`src/rtl/spi_alu_slave.sv`:
```
// ============================================================================
// Module   : spi_alu_slave
// Purpose  : SPI mode-0 slave ALU coprocessor. It receives {op, A, B},
//            executes one of eight ALU/shift operations and returns
//            {carry, zero, result}.
// Revision : 1.0
// ============================================================================
`default_nettype none

module spi_alu_slave #(
    parameter int WIDTH       = 32,
    parameter int SYNC_STAGES = 2
) (
    input  logic clock,
    input  logic reset,
    input  logic nss,
    input  logic sclk,
    input  logic mosi,
    output logic miso,
    output logic busy,
    output logic done,
    output logic frame_err
);

    localparam int FRAME_IN  = 3 + 2 * WIDTH;
    localparam int FRAME_OUT = WIDTH + 2;
    localparam int CNT_W     = $clog2(FRAME_IN + 1);
    localparam int SH_W      = $clog2(WIDTH);

    localparam logic [CNT_W-1:0] CNT_FRAME_IN  = CNT_W'(FRAME_IN);
    localparam logic [CNT_W-1:0] CNT_FRAME_OUT = CNT_W'(FRAME_OUT);

    localparam logic [2:0] S_IDLE    = 3'd0;
    localparam logic [2:0] S_RECEIVE = 3'd1;
    localparam logic [2:0] S_EXEC    = 3'd2;
    localparam logic [2:0] S_READY   = 3'd3;
    localparam logic [2:0] S_SEND    = 3'd4;

    // Synchronisers reset low so a host still holding nss low across a
    // reset does not produce a spurious falling edge afterwards.
    logic [SYNC_STAGES-1:0] nss_sync;
    logic [SYNC_STAGES-1:0] sclk_sync;
    logic [SYNC_STAGES-1:0] mosi_sync;
    logic                   nss_d;
    logic                   sclk_d;

    always_ff @(posedge clock or posedge reset) begin
        if (reset) begin
            nss_sync  <= '0;
            sclk_sync <= '0;
            mosi_sync <= '0;
            nss_d     <= 1'b0;
            sclk_d    <= 1'b0;
        end else begin
            nss_sync  <= {nss_sync[SYNC_STAGES-2:0], nss};
            sclk_sync <= {sclk_sync[SYNC_STAGES-2:0], sclk};
            mosi_sync <= {mosi_sync[SYNC_STAGES-2:0], mosi};
            nss_d     <= nss_sync[SYNC_STAGES-1];
            sclk_d    <= sclk_sync[SYNC_STAGES-1];
        end
    end

    logic nss_s, sclk_s, mosi_s;
    logic nss_rise, nss_fall, sclk_rise, sclk_fall;

    assign nss_s     = nss_sync[SYNC_STAGES-1];
    assign sclk_s    = sclk_sync[SYNC_STAGES-1];
    assign mosi_s    = mosi_sync[SYNC_STAGES-1];
    assign nss_rise  = nss_s & ~nss_d;
    assign nss_fall  = ~nss_s & nss_d;
    assign sclk_rise = sclk_s & ~sclk_d & ~nss_s;
    assign sclk_fall = ~sclk_s & sclk_d & ~nss_s;

    logic [2:0]           state;
    logic [CNT_W-1:0]     cnt;
    logic [FRAME_IN-1:0]  in_buf;
    logic [FRAME_OUT-1:0] out_sr;
    logic [WIDTH-1:0]     result;
    logic                 carry_flag;
    logic                 zero_flag;

    logic [2:0]       op;
    logic [WIDTH-1:0] a, b;
    logic [SH_W-1:0]  sh;
    logic [WIDTH:0]   add_ext, sub_ext, sll_ext, srl_ext, sra_ext;
    logic [WIDTH-1:0] alu_res;
    logic             alu_carry;

    assign op = in_buf[FRAME_IN-1 -: 3];
    assign a  = in_buf[2*WIDTH-1 -: WIDTH];
    assign b  = in_buf[WIDTH-1:0];
    assign sh = b[SH_W-1:0];

    // Each extended vector carries the operation's carry/borrow or the
    // last shifted-out bit in its extra position.
    assign add_ext = {1'b0, a} + {1'b0, b};
    assign sub_ext = {1'b0, a} - {1'b0, b};
    assign sll_ext = {1'b0, a} << sh;
    assign srl_ext = {a, 1'b0} >> sh;
    assign sra_ext = $signed({a, 1'b0}) >>> sh;

    always_comb begin
        alu_res   = '0;
        alu_carry = 1'b0;
        case (op)
            3'b000:  {alu_carry, alu_res} = add_ext;
            3'b001:  {alu_carry, alu_res} = sub_ext;
            3'b010:  alu_res = a & b;
            3'b011:  alu_res = a | b;
            3'b100:  {alu_carry, alu_res} = sll_ext;
            3'b101:  {alu_res, alu_carry} = srl_ext;
            3'b110:  {alu_res, alu_carry} = sra_ext;
            default: alu_res = a ^ b;
        endcase
    end

    always_ff @(posedge clock or posedge reset) begin
        if (reset) begin
            state      <= S_IDLE;
            cnt        <= '0;
            in_buf     <= '0;
            out_sr     <= '0;
            result     <= '0;
            carry_flag <= 1'b0;
            zero_flag  <= 1'b0;
            miso       <= 1'b0;
            done       <= 1'b0;
            frame_err  <= 1'b0;
        end else begin
            done <= 1'b0;
            case (state)
                S_IDLE: begin
                    miso <= 1'b0;
                    if (nss_fall) begin
                        state     <= S_RECEIVE;
                        cnt       <= '0;
                        frame_err <= 1'b0;
                    end
                end
                S_RECEIVE: begin
                    if (nss_rise) begin
                        if (cnt == CNT_FRAME_IN) begin
                            state <= S_EXEC;
                        end else begin
                            state     <= S_IDLE;
                            frame_err <= 1'b1;
                        end
                    end else if (sclk_rise && cnt != CNT_FRAME_IN) begin
                        in_buf <= {in_buf[FRAME_IN-2:0], mosi_s};
                        cnt    <= cnt + 1'b1;
                    end
                end
                S_EXEC: begin
                    result     <= alu_res;
                    carry_flag <= alu_carry;
                    zero_flag  <= (alu_res == '0);
                    done       <= 1'b1;
                    state      <= S_READY;
                end
                S_READY: begin
                    miso <= 1'b0;
                    if (nss_fall) begin
                        state     <= S_SEND;
                        out_sr    <= {carry_flag, zero_flag, result};
                        miso      <= carry_flag;
                        cnt       <= '0;
                        frame_err <= 1'b0;
                    end
                end
                S_SEND: begin
                    if (nss_rise) begin
                        miso <= 1'b0;
                        if (cnt >= CNT_FRAME_OUT) begin
                            state <= S_IDLE;
                        end else begin
                            state     <= S_READY;
                            frame_err <= 1'b1;
                        end
                    end else begin
                        // Zeros shift in behind the frame, so over-reads return 0.
                        if (sclk_fall) begin
                            out_sr <= {out_sr[FRAME_OUT-2:0], 1'b0};
                            miso   <= out_sr[FRAME_OUT-2];
                        end
                        if (sclk_rise && cnt != CNT_FRAME_OUT) begin
                            cnt <= cnt + 1'b1;
                        end
                    end
                end
                default: state <= S_IDLE;
            endcase
        end
    end

    assign busy = (state == S_RECEIVE) || (state == S_EXEC) || (state == S_SEND);

endmodule

`default_nettype wire

```
`config.mk`:
```
export PLATFORM = sky130hd
export DESIGN_NAME = spi_alu_slave
export DESIGN_NICKNAME = d
export VERILOG_FILES = /design/src/rtl/spi_alu_slave.sv
export SDC_FILE = /design/constraint.sdc
export NUM_CORES = 1
export LEC_CHECK = 0
export BUFFER_PORTS_ARGS = -buffer_cell sky130_fd_sc_hd__buf_2
export CORE_MARGIN = 4
export CORE_UTILIZATION = 65
export DETAILED_ROUTE_END_ITERATION = 6
export MAX_ROUTING_LAYER = met4
export PLACE_DENSITY = 0.81
export SLEW_MARGIN = 20
export SYNTH_ARGS = -nofsm -noshare
export SYNTH_HDL_FRONTEND = slang
export SYNTH_SLANG_ARGS = --single-unit
```
`constraint.sdc`:
```
create_clock -name clock -period 12.65 [get_ports clock]
set_clock_uncertainty 0.2 [all_clocks]
set_input_delay 1.8975 -clock clock [delete_from_list [all_inputs] [get_ports clock]]
set_output_delay 1.8975 -clock clock [all_outputs]
set_load 0.02 [all_outputs]
```
==> impl_metrics.prom <==
# TYPE chip_impl_metric gauge
chip_impl_metric{name="maxSlewViolCount",unit=""} 0
chip_impl_metric{name="multi_input_comb_area",unit="µm²"} 11400
chip_impl_metric{name="postRouteAntennaNets",unit=""} 0
chip_impl_metric{name="wirelength",unit="µm"} 66100
chip_impl_metric{name="final_worst_setup_slack",unit="ns"} 6.81
chip_impl_metric{name="worstPathArrival",unit="ns"} 6.02
chip_impl_metric{name="top_level_port_count",unit=""} 9
chip_impl_metric{name="synth-simple-area-share",unit="%"} 19.5
chip_impl_metric{name="layout.filler_cells",unit=""} 2044
chip_impl_metric{name="placed_cell_area",unit="µm²"} 16400
chip_impl_metric{name="min_period",unit="ns"} 5.84
chip_impl_metric{name="cts_setup_buffers",unit=""} 0
chip_impl_info{name="synth_most_common_cell",value="sky130_fd_sc_hd__nand2_1"} 1
chip_impl_metric{name="wl_per_cell",unit="µm"} 28.3
chip_impl_metric{name="tightest_slew",unit="ns"} 1.05
chip_impl_metric{name="cts_sinks",unit=""} 155
chip_impl_info{name="most_frequent_cells_after_synthesis",value="sky130_fd_sc_hd__nand2_1, sky130_fd_sc_hd__nor2_1, sky130_fd_sc_hd__o21ai_0, sky130_fd_sc_hd__a21oi_1, sky130_fd_sc_hd__dfrtp_1"} 1
chip_impl_metric{name="insertion_delay",unit="ns"} 0.45
chip_impl_metric{name="drt-initial-drc-count",unit=""} 2928
chip_impl_metric{name="placement.io_buffers",unit=""} 8
chip_impl_metric{name="synth_mux_area_share",unit="%"} 13.9
chip_impl_metric{name="netlist_instances",unit=""} 2109
chip_impl_metric{name="netlist.area_leader.share",unit="%"} 23.5
chip_impl_info{name="root_cell_of_the_clock_tree",value="sky130_fd_sc_hd__clkbuf_16"} 1
chip_impl_metric{name="dp_slack",unit="ns"} 7.21
chip_impl_metric{name="postSynthNetCount",unit=""} 2220
chip_impl_metric{name="p_leak",unit="nW"} 6.88
chip_impl_metric{name="post_cts_hold_fix_bufs",unit=""} 0
chip_impl_metric{name="yosysWarningCount",unit=""} 0
chip_impl_info{name="combinational_family_with_the_most_area_after_synthesis",value="compound AO/OA/AOI/OAI gates"} 1
chip_impl_metric{name="core_area",unit="µm²"} 25000
chip_impl_metric{name="power-per-cell-area",unit="nW/µm²"} 116
chip_impl_info{name="post_synth_main_area_contributors",value="sky130_fd_sc_hd__dfrtp_1, sky130_fd_sc_hd__ha_1, sky130_fd_sc_hd__o21ai_0"} 1
chip_impl_metric{name="synthesis_to_finish_area_growth",unit="%"} 3.33
chip_impl_metric{name="async_flop_share",unit="%"} 100
chip_impl_metric{name="design.die.area",unit="µm²"} 28000
chip_impl_info{name="outcome",value="complete, no violations"} 1
chip_impl_metric{name="setup_viol_count_final",unit=""} 0
chip_impl_metric{name="max-slew-margin-rel",unit="%"} 30.3
chip_impl_metric{name="grt_pass1_wl",unit="µm"} 101000
chip_impl_metric{name="crit_path_required_time",unit="ns"} 12.83
chip_impl_metric{name="final-seq-area",unit="µm²"} 3890
chip_impl_metric{name="setup_total_negative_slack",unit="ns"} 0
chip_impl_metric{name="path_max_fanout",unit=""} 59
chip_impl_metric{name="design_area",unit="µm²"} 17000
chip_impl_metric{name="dp_hpwl",unit="µm"} 47800
chip_impl_metric{name="grt_max_degree",unit=""} 102
chip_impl_metric{name="post_synth.cell_area_avg",unit="µm²"} 7.82
chip_impl_metric{name="antenna-diode-count",unit=""} 0
chip_impl_metric{name="drt_drc_violations_left",unit=""} 0
chip_impl_metric{name="fp.dieW",unit="µm"} 167
chip_impl_metric{name="synth_enable_flop_cells",unit=""} 0
chip_impl_metric{name="clock_tree.htree_level_count",unit=""} 4
chip_impl_info{name="synth_ff_type",value="sky130_fd_sc_hd__dfrtp_1"} 1
chip_impl_metric{name="number_of_maximum_capacitance_violations",unit=""} 0
chip_impl_metric{name="place_congestion",unit=""} 1.18
chip_impl_metric{name="cts_resized",unit=""} 0
chip_impl_metric{name="synth-seq-cells",unit=""} 155
chip_impl_metric{name="total_number_of_placement_rows",unit=""} 58
chip_impl_metric{name="vias_per_cell",unit=""} 7.55
chip_impl_metric{name="cts-buffers-inserted",unit=""} 17
chip_impl_info{name="worstSetupPathType",value="flip-flop to flip-flop"} 1
chip_impl_metric{name="fraction_of_layout_cells_with_a_size_suffix_above_1",unit="%"} 9.47
chip_impl_metric{name="die_height",unit="µm"} 167
chip_impl_info{name="min_path_type",value="flip-flop to flip-flop"} 1
chip_impl_metric{name="gr-total-overflow",unit=""} 0
chip_impl_metric{name="grt_use_total",unit="%"} 47.7
chip_impl_info{name="cts_tree",value="yes"} 1
chip_impl_metric{name="hold_violations",unit=""} 0
chip_impl_metric{name="syn-cell-area",unit="µm²"} 16500
chip_impl_metric{name="synth_compound_area_share",unit="%"} 26.9
chip_impl_metric{name="min_period_over_period",unit="%"} 46.2
chip_impl_metric{name="drt_first_pass_iters",unit=""} 7
chip_impl_metric{name="synth_area_in_xor_xnor",unit="%"} 0.744
chip_impl_info{name="rsz0062_at_grt",value="no"} 1
chip_impl_metric{name="nets",unit=""} 2104
chip_impl_metric{name="worst_setup_hold_path_clk_slew",unit="ns"} 0.08
chip_impl_metric{name="initial_utilization",unit="%"} 65.9
chip_impl_metric{name="vias_after_detailed_routing",unit=""} 17600
chip_impl_info{name="timing.critical_path.from_type",value="flip-flop"} 1
chip_impl_metric{name="number_of_antenna_violations_at_the_first_check_in_global_routing",unit=""} 0
chip_impl_info{name="cp-end-kind",value="flip-flop"} 1
chip_impl_metric{name="grt_pass1_vias",unit=""} 16500
chip_impl_metric{name="deepest_clock_path_buffer_count",unit=""} 2
chip_impl_metric{name="share_of_synthesized_cell_area_in_full_adder_half_adder_and_majority_cells",unit="%"} 8.14
chip_impl_metric{name="highest_ir_drop_seen_on_vdd",unit="mV"} 0.173
chip_impl_info{name="yosysTopAreaCell",value="sky130_fd_sc_hd__dfrtp_1"} 1
chip_impl_metric{name="ys_seq_area_share",unit="%"} 23.5
chip_impl_metric{name="fmax",unit="MHz"} 171
chip_impl_metric{name="ys_types",unit=""} 87
cell families after synthesis:
group | Yosys count
compound gates | 687
xor+xnor | 14
fa+ha+maj | 106
buf+inv | 284
flops | 155
mux | 172
simple gates | 691
area by class of cell:
cell class                      count  share of cell area [%]
Clock inverter                     15                    1.10
Clock buffer                       17                    2.50
Timing Repair Buffer               38                    1.56
Sequential cell                   155                    22.8
Multi-Input combinational cell   1670                    67.1
Tap cell                          330                    2.42
Inverter                          111                    2.48
through the flow:
stage	std cells	util, %	total power [W]	hold WS [ns]
6_report	2336	68.0	0.00198	0.163
5_1_grt	2336	68.0	0.00204	0.170
4_1_cts	2336	68.0	0.00193	0.170
3_5_place_dp	2304	65.6	0.00139	0.153
3_3_place_gp	2304	65.6	0.00137	0.134
2_1_floorplan	2109	-	0.00120	0.131
report_power, final:
| part | switching [W] | leakage, nW | internal (W) | total (W) |
|---|---|---|---|---|
| Clock | 0.000280 | 0.296 | 0.000272 | 0.000553 |
| Sequential | 0.0000671 | 2.13 | 0.000511 | 0.000579 |
| Combinational | 0.000560 | 4.45 | 0.000286 | 0.000846 |
| Total | 0.000908 | 6.88 | 0.00107 | 0.00198 |
worst max-delay path: stages (launching register included):
cell and delay, ns:
sky130_fd_sc_hd__dfrtp_4 0.81, sky130_fd_sc_hd__buf_4 0.70, sky130_fd_sc_hd__fa_1 0.35, sky130_fd_sc_hd__nor2_1 0.07
sky130_fd_sc_hd__o311ai_0 0.74, sky130_fd_sc_hd__nand2_1 0.15, sky130_fd_sc_hd__a21oi_1 0.71, sky130_fd_sc_hd__o21ai_0 0.35
sky130_fd_sc_hd__a21oi_1 0.29, sky130_fd_sc_hd__o311ai_0 0.18, sky130_fd_sc_hd__a221o_1 0.33, sky130_fd_sc_hd__a22o_1 0.28
sky130_fd_sc_hd__a2111o_1 0.43, sky130_fd_sc_hd__o21ai_1 0.12
path summary, 6_finish.rpt:
path	startpoint	endpoint	slack, ns	cells past startpoint
max	in_buf[1]$_DFFE_PP0P_	zero_flag$_DFFE_PP0P_	6.81	13
min	nss_sync[0]$_DFF_PP0_	nss_sync[1]$_DFF_PP0_	0.16	0
max reg2reg	in_buf[1]$_DFFE_PP0P_	zero_flag$_DFFE_PP0P_	6.81	13
min reg2reg	nss_sync[0]$_DFF_PP0_	nss_sync[1]$_DFF_PP0_	0.16	0
max in group asynchronous	reset	in_buf[0]$_DFFE_PP0P_	9.39	3
min in group asynchronous	reset	out_sr[29]$_DFFE_PP0P_	1.46	2
placed cells by master, fill, tap and decap left out, types with 8 or more instances in the layout:
master / instances
sky130_fd_sc_hd__ha_1: 104
sky130_fd_sc_hd__or2_2: 13
sky130_fd_sc_hd__nand4_1: 11
sky130_fd_sc_hd__nor2_1: 188
sky130_fd_sc_hd__a21o_1: 17
sky130_fd_sc_hd__a22oi_1: 15
sky130_fd_sc_hd__mux4_2: 34
sky130_fd_sc_hd__nor2b_1: 25
sky130_fd_sc_hd__a31oi_1: 20
sky130_fd_sc_hd__mux2i_1: 88
sky130_fd_sc_hd__mux2_2: 45
sky130_fd_sc_hd__or3_1: 11
sky130_fd_sc_hd__inv_1: 106
sky130_fd_sc_hd__nor4_1: 11
sky130_fd_sc_hd__o21a_1: 14
sky130_fd_sc_hd__o211ai_1: 35
sky130_fd_sc_hd__o31ai_1: 28
sky130_fd_sc_hd__a22o_1: 9
sky130_fd_sc_hd__o221ai_1: 8
sky130_fd_sc_hd__o21ai_0: 186
sky130_fd_sc_hd__a221oi_1: 14
sky130_fd_sc_hd__nand2b_1: 24
sky130_fd_sc_hd__xnor2_1: 10
sky130_fd_sc_hd__nand3_1: 56
sky130_fd_sc_hd__dfrtp_1: 150
sky130_fd_sc_hd__clkbuf_16: 17
sky130_fd_sc_hd__o22ai_1: 20
sky130_fd_sc_hd__a21oi_1: 168
sky130_fd_sc_hd__and3_1: 14
sky130_fd_sc_hd__o31a_1: 8
sky130_fd_sc_hd__and2_1: 10
sky130_fd_sc_hd__nor3_1: 35
sky130_fd_sc_hd__a211oi_1: 29
sky130_fd_sc_hd__buf_2: 8
sky130_fd_sc_hd__buf_4: 30
sky130_fd_sc_hd__a211o_1: 10
sky130_fd_sc_hd__o311ai_0: 11
sky130_fd_sc_hd__nand2_1: 248
layer usage:
layer | routed length [µm] | vias up | global-route usage, %
li1 | - | 7482 | -
met1 | 24100 | 8291 | 61.0
met2 | 27800 | 1479 | 69.1
met3 | 9270 | 395 | 13.1
met4 | 4930 | 0 | 25.9
met5 | 0 | - | -
state kept, by name, indices dropped and copies added (netlist names), 2 cells and up:
register / cells
cnt: 7
in_buf: 67
mosi_sync: 2
nss_sync: 2
out_sr: 33
result: 32
sclk_sync: 2
state: 3
No activity file was read; power rests on OpenSTA's default activity.
